`config.mk`:
```
export PLATFORM = sky130hd
export DESIGN_NAME = cordic_sched_flat
export DESIGN_NICKNAME = d
export VERILOG_FILES = /design/src/rtl/cordic_sched_if.sv /design/src/rtl/cordic_sched.sv /design/src/flat_wrapper.sv
export SDC_FILE = /design/constraint.sdc
export NUM_CORES = 1
export LEC_CHECK = 0
export BUFFER_PORTS_ARGS = -buffer_cell sky130_fd_sc_hd__buf_4
export CORE_ASPECT_RATIO = 1.75
export CORE_MARGIN = 2
export CORE_UTILIZATION = 45
export CTS_BUF_LIST = sky130_fd_sc_hd__clkbuf_8
export CTS_CLUSTER_DIAMETER = 150
export CTS_CLUSTER_SIZE = 28
export DETAILED_ROUTE_END_ITERATION = 10
export PLACE_DENSITY = 0.84
export SYNTH_ARGS = -nofsm -noshare
export SYNTH_HDL_FRONTEND = slang
export SYNTH_SLANG_ARGS = --single-unit
```
`constraint.sdc`:
```
create_clock -name clk -period 3.2 [get_ports clk]
set_input_delay 0.16 -clock clk [delete_from_list [all_inputs] [get_ports clk]]
set_output_delay 0.16 -clock clk [all_outputs]
set_load 0.005 [all_outputs]
```
`src/rtl/cordic_sched_if.sv`:
```
`default_nettype none
// ============================================================================
// Module      : cordic_sched_if
// Description : Request, response and core-side bundle for cordic_sched.
//               The slave modport is the scheduler; the master modport is
//               the surrounding environment (requesters, consumer, core).
//               Optional CORDIC_SCHED_STATS_EN adds the statistics outputs.
// Revision    : 1.0 - initial release
// ============================================================================
interface cordic_sched_if #(
  parameter int WHOLE_BIT_WIDTH   = 3,
  parameter int DECIMAL_BIT_WIDTH = 5,
  parameter int NUM_REQ           = 4
);
  localparam int W  = WHOLE_BIT_WIDTH + DECIMAL_BIT_WIDTH;
  localparam int IW = $clog2(NUM_REQ);

  // Request side
  logic [NUM_REQ-1:0]   req_valid;
  logic [NUM_REQ-1:0]   req_ready;
  logic [NUM_REQ*W-1:0] req_x;
  logic [NUM_REQ*W-1:0] req_y;
  logic [NUM_REQ*W-1:0] req_z;
  logic [NUM_REQ-1:0]   req_mode;
  logic [2*NUM_REQ-1:0] req_coord;

  // Response side
  logic                 resp_valid;
  logic                 resp_ready;
  logic [IW-1:0]        resp_id;
  logic                 resp_err;
  logic [W-1:0]         resp_x;
  logic [W-1:0]         resp_y;
  logic [W-1:0]         resp_z;

  // Shared CORDIC core side
  logic [WHOLE_BIT_WIDTH-1:0]   core_x_whole;
  logic [WHOLE_BIT_WIDTH-1:0]   core_y_whole;
  logic [WHOLE_BIT_WIDTH-1:0]   core_z_whole;
  logic [DECIMAL_BIT_WIDTH-1:0] core_x_decimal;
  logic [DECIMAL_BIT_WIDTH-1:0] core_y_decimal;
  logic [DECIMAL_BIT_WIDTH-1:0] core_z_decimal;
  logic                         core_mode;
  logic [1:0]                   core_coord;
  logic                         core_rst;
  logic [W-1:0]                 core_x_out;
  logic [W-1:0]                 core_y_out;
  logic [W-1:0]                 core_z_out;

`ifdef CORDIC_SCHED_STATS_EN
  logic [15:0] done_cnt;
  logic [7:0]  err_cnt;
`endif

  modport slave (
    input  req_valid, req_x, req_y, req_z, req_mode, req_coord,
    output req_ready,
    output resp_valid, resp_id, resp_err, resp_x, resp_y, resp_z,
    input  resp_ready,
    output core_x_whole, core_y_whole, core_z_whole,
    output core_x_decimal, core_y_decimal, core_z_decimal,
    output core_mode, core_coord, core_rst,
    input  core_x_out, core_y_out, core_z_out
`ifdef CORDIC_SCHED_STATS_EN
    , output done_cnt, err_cnt
`endif
  );

  modport master (
    output req_valid, req_x, req_y, req_z, req_mode, req_coord,
    input  req_ready,
    input  resp_valid, resp_id, resp_err, resp_x, resp_y, resp_z,
    output resp_ready,
    input  core_x_whole, core_y_whole, core_z_whole,
    input  core_x_decimal, core_y_decimal, core_z_decimal,
    input  core_mode, core_coord, core_rst,
    output core_x_out, core_y_out, core_z_out
`ifdef CORDIC_SCHED_STATS_EN
    , input done_cnt, err_cnt
`endif
  );
endinterface
`default_nettype wire

```
`src/rtl/cordic_sched.sv`:
```
`default_nettype none
// ============================================================================
// Module      : cordic_sched
// Description : Round-robin scheduler sharing one iterative CORDIC core among
//               NUM_REQ requesters. Grants in IDLE, loads the core (held in
//               reset with stable operands) in LOAD, lets it iterate for
//               ITER_CYCLES cycles in RUN, then presents the captured result
//               in RESP until the consumer accepts it. Illegal coord (2'b10)
//               skips the core and answers with resp_err and zero results.
//               Optional macro CORDIC_SCHED_STATS_EN adds done_cnt (16-bit,
//               wrapping) and err_cnt (8-bit, saturating) outputs.
// Revision    : 1.0 - initial release
// ============================================================================
module cordic_sched #(
  parameter int WHOLE_BIT_WIDTH   = 3,
  parameter int DECIMAL_BIT_WIDTH = 5,
  parameter int NUM_REQ           = 4,
  parameter int ITER_CYCLES       = 16
) (
  input  logic          clk,
  input  logic          rst,
  cordic_sched_if.slave bus
);
  localparam int W  = WHOLE_BIT_WIDTH + DECIMAL_BIT_WIDTH;
  localparam int IW = $clog2(NUM_REQ);
  localparam int CW = $clog2(ITER_CYCLES) + 1;

  localparam logic [IW-1:0] LAST_IDX = IW'(NUM_REQ - 1);
  localparam logic [CW-1:0] CNT_LAST = CW'(ITER_CYCLES - 1);
  localparam logic [1:0]    COORD_ILLEGAL = 2'b10;

  localparam logic [1:0] ST_IDLE = 2'd0;
  localparam logic [1:0] ST_LOAD = 2'd1;
  localparam logic [1:0] ST_RUN  = 2'd2;
  localparam logic [1:0] ST_RESP = 2'd3;

  logic [1:0]         state_q, state_d;
  logic [CW-1:0]      cnt_q, cnt_d;
  logic [IW-1:0]      rr_ptr_q, rr_ptr_d;
  logic [W-1:0]       x_q, y_q, z_q;
  logic               mode_q;
  logic [1:0]         coord_q;
  logic [IW-1:0]      id_q;
  logic               err_q;
  logic [W-1:0]       rx_q, ry_q, rz_q;

  logic               grant_found;
  logic [IW-1:0]      grant_idx;
  logic [IW:0]        cand;
  logic               req_hs;
  logic               resp_hs;
  logic               cnt_done;
  logic [1:0]         sel_coord;
  logic [NUM_REQ-1:0] ready_vec;

  // Search for the first valid requester at or above rr_ptr, wrapping round
  always_comb begin
    grant_found = 1'b0;
    grant_idx   = '0;
    cand        = '0;
    for (int k = 0; k < NUM_REQ; k++) begin
      cand = {1'b0, rr_ptr_q} + (IW+1)'(k);
      if (cand >= (IW+1)'(NUM_REQ)) cand = cand - (IW+1)'(NUM_REQ);
      if (!grant_found && bus.req_valid[cand[IW-1:0]]) begin
        grant_found = 1'b1;
        grant_idx   = cand[IW-1:0];
      end
    end
  end

  // Accepting only in IDLE; rst gating keeps req_ready low throughout reset
  assign req_hs    = (state_q == ST_IDLE) && grant_found && rst;
  assign resp_hs   = (state_q == ST_RESP) && bus.resp_ready;
  assign cnt_done  = (state_q == ST_RUN) && (cnt_q == CNT_LAST);
  assign sel_coord = bus.req_coord[grant_idx*2 +: 2];
  assign rr_ptr_d  = (grant_idx == LAST_IDX) ? '0 : grant_idx + 1'b1;

  // One-hot ready for the granted requester only
  always_comb begin
    ready_vec = '0;
    if (req_hs) ready_vec[grant_idx] = 1'b1;
  end

  // Next-state and iteration counter logic
  always_comb begin
    state_d = state_q;
    cnt_d   = cnt_q;
    case (state_q)
      ST_IDLE: begin
        if (req_hs) state_d = (sel_coord == COORD_ILLEGAL) ? ST_RESP : ST_LOAD;
      end
      ST_LOAD: begin
        state_d = ST_RUN;
        cnt_d   = '0;
      end
      ST_RUN: begin
        cnt_d = cnt_q + 1'b1;
        if (cnt_done) state_d = ST_RESP;
      end
      ST_RESP: begin
        if (resp_hs) state_d = ST_IDLE;
      end
      default: state_d = ST_IDLE;
    endcase
  end

  // State, counter and round-robin pointer registers
  always_ff @(posedge clk or negedge rst) begin
    if (!rst) begin
      state_q  <= ST_IDLE;
      cnt_q    <= '0;
      rr_ptr_q <= '0;
    end else begin
      state_q <= state_d;
      cnt_q   <= cnt_d;
      if (req_hs) rr_ptr_q <= rr_ptr_d;
    end
  end

  // Latch the winner's operands on the request handshake; they drive the core
  always_ff @(posedge clk or negedge rst) begin
    if (!rst) begin
      x_q     <= '0;
      y_q     <= '0;
      z_q     <= '0;
      mode_q  <= 1'b0;
      coord_q <= '0;
      id_q    <= '0;
    end else if (req_hs) begin
      x_q     <= bus.req_x[grant_idx*W +: W];
      y_q     <= bus.req_y[grant_idx*W +: W];
      z_q     <= bus.req_z[grant_idx*W +: W];
      mode_q  <= bus.req_mode[grant_idx];
      coord_q <= sel_coord;
      id_q    <= grant_idx;
    end
  end

  // Results cleared on accept (so the error path returns zeros), captured at end of RUN
  always_ff @(posedge clk or negedge rst) begin
    if (!rst) begin
      rx_q  <= '0;
      ry_q  <= '0;
      rz_q  <= '0;
      err_q <= 1'b0;
    end else if (req_hs) begin
      rx_q  <= '0;
      ry_q  <= '0;
      rz_q  <= '0;
      err_q <= (sel_coord == COORD_ILLEGAL);
    end else if (cnt_done) begin
      rx_q <= bus.core_x_out;
      ry_q <= bus.core_y_out;
      rz_q <= bus.core_z_out;
    end
  end

  assign bus.req_ready  = ready_vec;
  assign bus.resp_valid = (state_q == ST_RESP);
  assign bus.resp_id    = id_q;
  assign bus.resp_err   = err_q;
  assign bus.resp_x     = rx_q;
  assign bus.resp_y     = ry_q;
  assign bus.resp_z     = rz_q;

  // The core only iterates in RUN; everywhere else it is held in load/reset
  assign bus.core_rst       = (state_q != ST_RUN);
  assign bus.core_mode      = mode_q;
  assign bus.core_coord     = coord_q;
  assign bus.core_x_whole   = x_q[W-1 -: WHOLE_BIT_WIDTH];
  assign bus.core_y_whole   = y_q[W-1 -: WHOLE_BIT_WIDTH];
  assign bus.core_z_whole   = z_q[W-1 -: WHOLE_BIT_WIDTH];
  assign bus.core_x_decimal = x_q[DECIMAL_BIT_WIDTH-1:0];
  assign bus.core_y_decimal = y_q[DECIMAL_BIT_WIDTH-1:0];
  assign bus.core_z_decimal = z_q[DECIMAL_BIT_WIDTH-1:0];

`ifdef CORDIC_SCHED_STATS_EN
  logic [15:0] done_cnt_q;
  logic [7:0]  err_cnt_q;

  // Count accepted responses: good ones wrap, error ones saturate
  always_ff @(posedge clk or negedge rst) begin
    if (!rst) begin
      done_cnt_q <= '0;
      err_cnt_q  <= '0;
    end else if (resp_hs) begin
      if (err_q) begin
        if (err_cnt_q != 8'hFF) err_cnt_q <= err_cnt_q + 1'b1;
      end else begin
        done_cnt_q <= done_cnt_q + 1'b1;
      end
    end
  end

  assign bus.done_cnt = done_cnt_q;
  assign bus.err_cnt  = err_cnt_q;
`endif

endmodule
`default_nettype wire

```
`src/flat_wrapper.sv`:
```
// flat-port wrapper written by rule: the top's interface ports become plain ports
module cordic_sched_flat 
#(
  parameter int WHOLE_BIT_WIDTH   = 3,
  parameter int DECIMAL_BIT_WIDTH = 5,
  parameter int NUM_REQ           = 4,
  parameter int ITER_CYCLES       = 16
)
  (clk, rst, bus_req_valid, bus_req_x, bus_req_y, bus_req_z, bus_req_mode, bus_req_coord, bus_req_ready, bus_resp_valid, bus_resp_id, bus_resp_err, bus_resp_x, bus_resp_y, bus_resp_z, bus_resp_ready, bus_core_x_whole, bus_core_y_whole, bus_core_z_whole, bus_core_x_decimal, bus_core_y_decimal, bus_core_z_decimal, bus_core_mode, bus_core_coord, bus_core_rst, bus_core_x_out, bus_core_y_out, bus_core_z_out);
  cordic_sched_if #(.WHOLE_BIT_WIDTH(WHOLE_BIT_WIDTH), .DECIMAL_BIT_WIDTH(DECIMAL_BIT_WIDTH), .NUM_REQ(NUM_REQ)) bus_i ();
  input  logic clk;
  input  logic rst;
  input wire logic [$bits(bus_i.req_valid)-1:0] bus_req_valid;
  input wire logic [$bits(bus_i.req_x)-1:0] bus_req_x;
  input wire logic [$bits(bus_i.req_y)-1:0] bus_req_y;
  input wire logic [$bits(bus_i.req_z)-1:0] bus_req_z;
  input wire logic [$bits(bus_i.req_mode)-1:0] bus_req_mode;
  input wire logic [$bits(bus_i.req_coord)-1:0] bus_req_coord;
  output wire logic [$bits(bus_i.req_ready)-1:0] bus_req_ready;
  output wire logic [$bits(bus_i.resp_valid)-1:0] bus_resp_valid;
  output wire logic [$bits(bus_i.resp_id)-1:0] bus_resp_id;
  output wire logic [$bits(bus_i.resp_err)-1:0] bus_resp_err;
  output wire logic [$bits(bus_i.resp_x)-1:0] bus_resp_x;
  output wire logic [$bits(bus_i.resp_y)-1:0] bus_resp_y;
  output wire logic [$bits(bus_i.resp_z)-1:0] bus_resp_z;
  input wire logic [$bits(bus_i.resp_ready)-1:0] bus_resp_ready;
  output wire logic [$bits(bus_i.core_x_whole)-1:0] bus_core_x_whole;
  output wire logic [$bits(bus_i.core_y_whole)-1:0] bus_core_y_whole;
  output wire logic [$bits(bus_i.core_z_whole)-1:0] bus_core_z_whole;
  output wire logic [$bits(bus_i.core_x_decimal)-1:0] bus_core_x_decimal;
  output wire logic [$bits(bus_i.core_y_decimal)-1:0] bus_core_y_decimal;
  output wire logic [$bits(bus_i.core_z_decimal)-1:0] bus_core_z_decimal;
  output wire logic [$bits(bus_i.core_mode)-1:0] bus_core_mode;
  output wire logic [$bits(bus_i.core_coord)-1:0] bus_core_coord;
  output wire logic [$bits(bus_i.core_rst)-1:0] bus_core_rst;
  input wire logic [$bits(bus_i.core_x_out)-1:0] bus_core_x_out;
  input wire logic [$bits(bus_i.core_y_out)-1:0] bus_core_y_out;
  input wire logic [$bits(bus_i.core_z_out)-1:0] bus_core_z_out;
  assign bus_i.req_valid = bus_req_valid;
  assign bus_i.req_x = bus_req_x;
  assign bus_i.req_y = bus_req_y;
  assign bus_i.req_z = bus_req_z;
  assign bus_i.req_mode = bus_req_mode;
  assign bus_i.req_coord = bus_req_coord;
  assign bus_req_ready = bus_i.req_ready;
  assign bus_resp_valid = bus_i.resp_valid;
  assign bus_resp_id = bus_i.resp_id;
  assign bus_resp_err = bus_i.resp_err;
  assign bus_resp_x = bus_i.resp_x;
  assign bus_resp_y = bus_i.resp_y;
  assign bus_resp_z = bus_i.resp_z;
  assign bus_i.resp_ready = bus_resp_ready;
  assign bus_core_x_whole = bus_i.core_x_whole;
  assign bus_core_y_whole = bus_i.core_y_whole;
  assign bus_core_z_whole = bus_i.core_z_whole;
  assign bus_core_x_decimal = bus_i.core_x_decimal;
  assign bus_core_y_decimal = bus_i.core_y_decimal;
  assign bus_core_z_decimal = bus_i.core_z_decimal;
  assign bus_core_mode = bus_i.core_mode;
  assign bus_core_coord = bus_i.core_coord;
  assign bus_core_rst = bus_i.core_rst;
  assign bus_i.core_x_out = bus_core_x_out;
  assign bus_i.core_y_out = bus_core_y_out;
  assign bus_i.core_z_out = bus_core_z_out;
  cordic_sched #(.WHOLE_BIT_WIDTH(WHOLE_BIT_WIDTH), .DECIMAL_BIT_WIDTH(DECIMAL_BIT_WIDTH), .NUM_REQ(NUM_REQ), .ITER_CYCLES(ITER_CYCLES)) u_core (.clk(clk), .rst(rst), .bus(bus_i));
endmodule
```
== After elaboration in Yosys (flattened, before gate mapping) ==
Index checks and enable logic that the tools add are counted.
Word-level totals
  register bits: 63
  bits of input ports: 139
  output and inout port bits: 60
  logic and storage cells: 99
Cells by class
  $add $sub $neg: 9
  $lt $le $gt $ge: 10
  eq/ne operators: 10
  shifts and indexed selects: 4
  mux-type cells: 38
  reduce and logical (&&, ||, !) cells: 15
Operators with widths (count)
  $shiftx 32x6->8: 3
  $mux 8: 6
  $mux 2: 13
  $lt 2x3->1 const B: 5
  $bmux 1 s2: 5
  $mux 1: 10
  $pmux 5 s2: 1
  $ge 3x3->1 const B: 3
  $eq 2x2->1 const B: 4
  $logic_and 1x1->1: 8
  $pmux 2 s4: 1
  $shiftx 8x4->2: 1
  $sub 2x1->2 const B: 4
  $add 2x2->3 const B: 2
  $ne 2x1->1 const B: 3
  $add 5x1->5 const B: 1
  $eq 5x4->1 const B: 1
  $mux 4: 1
  $reduce_bool 2->1: 2
  $add 2x1->3 const B: 1
  $ge 2x3->1 const B: 1
  $logic_not 1->1: 3
  $reduce_and 3->1: 1
  $add 2x1->2 const B: 1
  other kinds (5): 5

== Longest topological paths before layout ==
Gate-level depths: netlist (run 1).
  depth after elaboration: 19
  mapped depth: 9
  mapped depth without buffers: 7

== Worst setup path after synthesis (run 1) ==
No wires, ideal clock.
  path type: reg-to-reg
  start: register u_core.state_q[0]
  end: register u_core.state_q[1]
  library setup time: 0.124 ns
  arrival: 1.644 ns
  required time: 3.076 ns
  path slack: 1.432 ns
  cell stages (with the launch flop): 9
  path buffers: 1
  clock period less this slack: 1.768 ns
  cells stage by stage: dfrtp_1 -> inv_1 -> ha_1 -> nand2_1 -> a31o_1 -> clkbuf_1 -> a221oi_2 -> mux2i_1 -> o21ai_1
Between the ends
  longest elaborated chain between the ends: 5
  elaborated cells between the ends (all ways): 13
  those cells by class: 6 x eq/ne; 1 x mux; 6 x reduce/logical
Ends and longest elaborated chain
  start: declaration: RTL line cordic_sched.sv:37  | logic [1:0] state_q, state_d;
  start signal: assignment: RTL line cordic_sched.sv:114  | state_q <= state_d;
  $logic_not 2->1: RTL line cordic_sched.sv:72, cordic_sched.sv:88
  $logic_and 1x1->1 (2 in series): RTL line cordic_sched.sv:72  | assign req_hs = (state_q == ST_IDLE) && grant_found && rst;
  $ne 2x1->1 (no source line)
  $reduce_and 3->1 (no source line)
Several ways; a longest one is shown, not always the timed one.
A chain may end at the register's enable or synchronous reset.

== Worst setup path in the final report (run 1) ==
  start: register u_core.rr_ptr_q[0]
  end: output port bus_req_ready[0]
Between the ends
  longest elaborated chain between the ends: 19
  elaborated cells between the ends (all ways): 45
  those cells by class: 7 x add/sub; 6 x order compare; 23 x mux; 9 x reduce/logical
Ends and longest elaborated chain
  start: declaration: RTL line cordic_sched.sv:39  | logic [IW-1:0] rr_ptr_q, rr_ptr_d;
  start signal: assignment: RTL line cordic_sched.sv:116  | if (req_hs) rr_ptr_q <= rr_ptr_d;
  parallel branches: the longest is 18 deep, another holds $add 2x1->3
  $mux 4 (*): RTL line cordic_sched.sv:81  | if (req_hs) ready_vec[grant_idx] = 1'b1;
  end: declaration: RTL line flat_wrapper.sv:19  | output wire logic [$bits(bus_i.req_ready)-1:0] bus_req_ready;
Every way passes the cells marked *. The select of a mux whose other input is x is not followed.

==> flow_summary.ini, run 1 <==
[final_layout]
fin_util = 0.678
fillers = 641
syn2layout_area_growth_pct = 47.0
finalNonFillerCells = 667
most-common-layout-cells = buf_4, nand2_1, dfrtp_1
final_layout_size_suffix_gt1_frac = 0.423
final_common_cell = buf_4
final_area_um2 = 5360
num-nets-final = 721
antenna_cells = 0

[die]
coreArea_um2 = 7910
die_h_um = 123
num_io_pins = 199
die_x_um = 72.1
rows = 43
initial_core_util = 0.461
dieArea_um2 = 8870

[worst_setup_path]
critPathBufInv = 2
max_stage_delay_ns = 0.60
cp_slowest_cell = nor2_8
r2r-start = u_core.rr_ptr_q[0]$_DFFE_PN0P_
r2r_setup_slack_ns = 0.78
path_delay_family = simple AND/OR/NAND/NOR gates
worstSetupPathType = register to primary output
r2r_end = u_core.x_q[6]$_DFFE_PN0P_
cp_data_arrival_time_ns = 2.38
cp-end-kind = primary output
reg2regPathDepth = 7
cp.required_ns = 3.04
path_max_fanout = 36
cp_cell_sequence = and2b_1 -> a211oi_4 -> nor2_8 -> inv_1 -> ha_1 -> and2_1 -> buf_4
cp-start-kind = register

[power_and_ir_drop]
power_switching_uw = 1250
irDropWorstVdd_uv = 386
internal-power_uw = 2230
power_density_nw_per_um2 = 650
comb_power_share = 0.478
clockPowerShare = 0.193
p_leak_uw = 0.00275
sw_frac_of_total = 0.359
total_power_uw = 3480
seqPwrFrac = 0.328

[place]
dpl_cell_area_um2 = 5170
io_buffers = 198
dpl.hpwl_mm = 8.23
dp.cells = 651
place_congestion = 0.817

[cts]
clkTransAtPathRegs_ns = 0.07
htree_levels = 3
cts.sinks = 63
cts_buffer_depth = 2
post_cts_buffers = 0
clockRootBuffer = clkbuf_8
holdBufCountCts = 0
cts_made_buffers = 9
clk_latency_ns = 0.35
ctsResizeCount = 0
cts_tree = done

[yosys]
synth-seq-cells = 63
yosysUniqueCellTypes = 37
avgSynthCellArea_um2 = 9.60
syn_inst = 380
yosys-top-cells-area = dfrtp_1, mux2i_1, nand2_1
synth_top_area_share = 0.432
yosysTopAreaCell = dfrtp_1
syn_area_um2 = 3650
synth.yosys.seq_area_share = 0.432
synth_warnings = 0
synth_nets = 529

[global_routing]
grt_pass1_vias = 3452
grt_max_degree = 64
antenna_found_initial = 0
grt_overflow = 0
grt_pass1_wl_mm = 16.4
gr-usage-all-layers = 0.240

[sta]
finClkSkew_ns = 0.00890
min_period_ns = 2.54
max_freq_mhz = 394
finalCritPeriodShare = 0.793
finalMaxSlewViolations = 0
final-hold-violation-count = 0
tightest_slew_ns = 0.793
relSlewSlack = 0.471
setup_violations = 0
rsz0062_at_grt = false
fin_setup_tns_ns = 0

[detailed_routing]
num_vias = 3462
drtAntennaViolNets = 0
wire_per_inst_um = 16.0
via_per_inst = 5.19
wl_mm = 10.7
drt-initial-drc-count = 143
dr.pass1.iters = 5
drc = 0

[flow_run]
cap_violations = 0

[run_status]
outcome = finished clean

[hold_path]
holdCritPathClass = input port to asynchronous set/reset pin
## worst reg2reg max path, delay by kind of cell, from the launching register on
| family | cells | cell delay, ns |
|---|---|---|
| simple gates | 2 | 0.87 |
| mux | 2 | 0.44 |
| compound gates | 2 | 0.20 |
| buf+inv | 1 | 0.44 |
| flops | 1 | 0.40 |
## power by group through the flow
stage          clock (uW)  sequential [uW]  combinational [uW]
6_report              674             1140                1670
5_1_grt               730             1170                1830
4_1_cts               690             1140                1690
3_5_place_dp            0             1160                1690
3_3_place_gp            0             1150                1620
2_1_floorplan           0             1150                1040
## layout make-up
class | instances | area, um2 | area share
multi-input combinational | 281 | 1900 | 0.355
sequential | 63 | 1580 | 0.294
timing repair buffer | 204 | 1530 | 0.286
clock buffer | 10 | 138 | 0.0257
tap | 90 | 113 | 0.0210
clock inverter | 6 | 52.6 | 0.00980
inverter | 13 | 48.8 | 0.00910
## sequential cells by signal, summed over array words and instances, names as in the netlist
| register | count |
|---|---|
| u_core.bus.resp_y | 8 |
| u_core.bus.resp_err | 1 |
| u_core.bus.core_mode | 1 |
| u_core.bus.resp_x | 8 |
| u_core.bus.resp_z | 8 |
| u_core.rr_ptr_q | 2 |
| u_core.cnt_q | 5 |
| u_core.bus.core_coord | 2 |
| u_core.x_q | 8 |
| u_core.state_q | 2 |
| u_core.z_q | 8 |
| u_core.y_q | 8 |
| u_core.bus.resp_id | 2 |
## synthesized netlist by cell type (all sizes together)
| master | instances |
|---|---|
| a221oi | 1 |
| nand2 | 88 |
| nor3b | 1 |
| o31ai | 1 |
| and2 | 4 |
| o21ai | 36 |
| and2b | 2 |
| a31o | 1 |
| mux2i | 52 |
| o22ai | 3 |
| dfrtp | 63 |
| o211ai | 1 |
| clkbuf | 13 |
| a21o | 1 |
| a31oi | 1 |
| and3 | 3 |
| a211oi | 2 |
| a21oi | 27 |
| buf | 10 |
| nor2b | 2 |
| inv | 13 |
| nand2b | 2 |
| nand3 | 10 |
| o22a | 1 |
| mux2 | 25 |
| a2111oi | 1 |
| ha | 10 |
| nor2 | 5 |
| a211o | 1 |
## kinds of logic after synthesis
| group | count (synthesis) | synth area share |
|---|---|---|
| buf+inv | 36 | 0.0511 |
| simple gates | 117 | 0.140 |
| compound gates | 77 | 0.123 |
| flops | 63 | 0.432 |
| mux | 77 | 0.220 |
| fa+ha+maj | 10 | 0.0343 |
## how the worst max path moves through the flow
stage | endpoint | slack, ns | cells after the start | startpoint
2_1_floorplan | u_core.state_q[1]$_DFFE_PN0P_ | 1.43 | 8 | u_core.state_q[0]$_DFFE_PN0P_
3_3_place_gp | u_core.y_q[3]$_DFFE_PN0P_ | 0.92 | 7 | u_core.rr_ptr_q[0]$_DFFE_PN0P_
3_5_place_dp | u_core.x_q[6]$_DFFE_PN0P_ | 0.78 | 7 | u_core.rr_ptr_q[0]$_DFFE_PN0P_
4_1_cts | bus_req_ready[0] | 0.63 | 7 | u_core.rr_ptr_q[0]$_DFFE_PN0P_
5_1_grt | bus_req_ready[0] | 0.51 | 7 | u_core.rr_ptr_q[0]$_DFFE_PN0P_
6_report | bus_req_ready[0] | 0.66 | 7 | u_core.rr_ptr_q[0]$_DFFE_PN0P_
## per-stage QoR
stage               setup slack (ns)  hold WS (ns)
floorplan                       1.43        -0.136
global placement               0.916         0.406
detailed placement             0.782         0.406
CTS                            0.630        0.0214
global route                   0.511        0.0366
finish                         0.661       0.00593
## layer usage
layer,wire (um),vias up,GRT usage
met4,244,0,0.101
met2,5540,176,0.421
met3,868,18,0.0660
met5,0,-,0
met1,4050,1581,0.270
li1,-,1687,-
Note: power is estimated with default switching activity, not from simulation.
==> inputs of run 2 (changes only) <==
==> constraint.sdc (replaced) <==
create_clock -name clk -period 2.42 [get_ports clk]
set_input_delay 0.121 -clock clk [delete_from_list [all_inputs] [get_ports clk]]
set_output_delay 0.121 -clock clk [all_outputs]
set_load 0.005 [all_outputs]
==> flow_summary.ini, run 2 (synthesized netlist as in run 1, its figures left out) <==
[final_layout]
num-nets-final = 733
antenna_cells = 0
most-common-layout-cells = buf_4, nand2_1, dfrtp_1
fin_util = 0.692
syn2layout_area_growth_pct = 49.9
final_layout_size_suffix_gt1_frac = 0.431
final_common_cell = buf_4

[detailed_routing]
via_per_inst = 5.29
dr.pass1.iters = 4
num_vias = 3589
wl_mm = 11.5
drc = 0
wire_per_inst_um = 16.9
drtAntennaViolNets = 0
drt-initial-drc-count = 231

[global_routing]
use_met3 = 0.0758
grt_use_met2 = 0.459
grt_pass1_vias = 3713
grt-busiest-layer = met2
grt_overflow = 0
met1_usage = 0.276
gr-usage-all-layers = 0.260
grt_max_degree = 64
antenna_found_initial = 0
grt_pass1_wl_mm = 17.7

[worst_setup_path]
path_delay_family = simple AND/OR/NAND/NOR gates
cp-end-kind = primary output
cp_data_arrival_time_ns = 2.18
max_stage_delay_ns = 0.40
cp.required_ns = 2.30
worstSetupPathType = register to primary output
cp_common_cell = buf_4
cp_slowest_cell = dfrtp_1
r2r-start = u_core.rr_ptr_q[0]$_DFFE_PN0P_
critPathBufInv = 3
cp_cell_sequence = and2b_1 -> a211oi_4 -> buf_4 -> nor2_8 -> inv_1 -> ha_1 -> and2_1 -> buf_4
cp-startpoint = u_core.rr_ptr_q[0]$_DFFE_PN0P_
cp-start-kind = register
path_max_fanout = 14

[die]
die_x_um = 72.1
die_h_um = 123
num_io_pins = 199
rows = 43
dieArea_um2 = 8870
coreArea_um2 = 7910
initial_core_util = 0.461

[place]
place_congestion = 0.821
io_buffers = 198
dpl.hpwl_mm = 8.40

[cts]
cts.sinks = 63
clkTransAtPathRegs_ns = 0.07
clk_latency_ns = 0.34
cts_buffer_depth = 2
htree_levels = 3
cts_tree = done
cts_made_buffers = 9
clockRootBuffer = clkbuf_8

[sta]
min_period_ns = 2.30
rsz0062_at_grt = false
finClkSkew_ns = 0.00598
final-hold-violation-count = 0
finalMaxSlewViolations = 0
max_freq_mhz = 434
fin_setup_tns_ns = 0
whs_ns = 0.0144
finalCritPeriodShare = 0.952
tightest_slew_ns = 0.797
relSlewSlack = 0.469
setup_violations = 0

[hold_path]
min_from = bus_core_z_out[3]
holdCritPathClass = input port to register

[power_and_ir_drop]
p_leak_uw = 0.00279
power_density_nw_per_um2 = 856
irDropWorstVdd_uv = 495

[flow_run]
cap_violations = 0

[run_status]
outcome = finished clean
run 2: cell types whose count changed in the layout (fill, tap and decap cells not counted), sizes merged:
cell,delta
clkinv,-1
clkinvlp,+1
nor2,+3
dlygate4sd3,+3
clkbuf,+1
buf,+6
bufinv,-1
run 2: worst reg2reg max path, stage by stage, from the launching register on:
cell and delay [ns]:
dfrtp_1 0.40, and2b_1 0.26, a211oi_4 0.04, buf_4 0.17
buf_4 0.15, nor2_4 0.48, mux2i_1 0.16, mux2_1 0.32
o21ai_1 0.14
run 2: worst paths after layout:
check | endpoint | slack [ns] | cells past startpoint
setup / recovery | bus_req_ready[1] | 0.12 | 8
hold / removal | u_core.bus.resp_z[3]$_DFFE_PN0P_ | 0.01 | 3
setup reg to reg | u_core.y_q[3]$_DFFE_PN0P_ | 0.22 | 8
hold reg to reg | u_core.bus.core_coord[0]$_DFFE_PN0P_ | 0.48 | 2
max in group asynchronous | u_core.cnt_q[4]$_DFFE_PN0P_ | 1.37 | 3
min in group asynchronous | u_core.bus.resp_x[1]$_DFFE_PN0P_ | 0.53 | 3
run 2: timing repair:
| item | in CTS | in global routing |
|---|---|---|
| gates resized for setup | 0 | 3 |
| hold buffers | 3 | 0 |
| setup buffers | 0 | 4 |
| gates cloned | 2 | 1 |
| endpoints found under the setup margin | 4 | 4 |
| pin swaps | 2 | 2 |
| hold endpoints to repair | 65 | 0 |
run 2: final cells by class:
cell class	instances	area, um2
Clock buffer	11	151
Inverter	13	48.8
Tap cell	90	113
Timing Repair Buffer	213	1610
Sequential cell	63	1580
Clock inverter	5	25.0
Multi-Input combinational cell	284	1950
Fill cell	595	2440
run 2: report_power, final:
group          switching (uW)  leakage (uW)  internal (uW)
combinational            1170       0.00187           1170
sequential                185      0.000828           1330
clock                     405     0.0000977            416
total                    1760       0.00279           2920
run 2: metal layers:
layer	vias to the layer above	wire length, um
li1	1711	-
met1	1668	3990
met2	180	6130
met3	30	1080
met4	0	287
met5	-	0
run 2: through the flow:
step	instance area [um2]	cells	setup slack [ns]	total power [uW]
2_1_floorplan	3650	380	0.652	2900
3_5_place_dp	5190	653	-0.0141	3790
4_1_cts	5420	674	0.0128	4660
5_1_grt	5470	679	0.0308	5010
3_3_place_gp	5190	653	0.123	3680
6_report	5470	679	0.115	4680
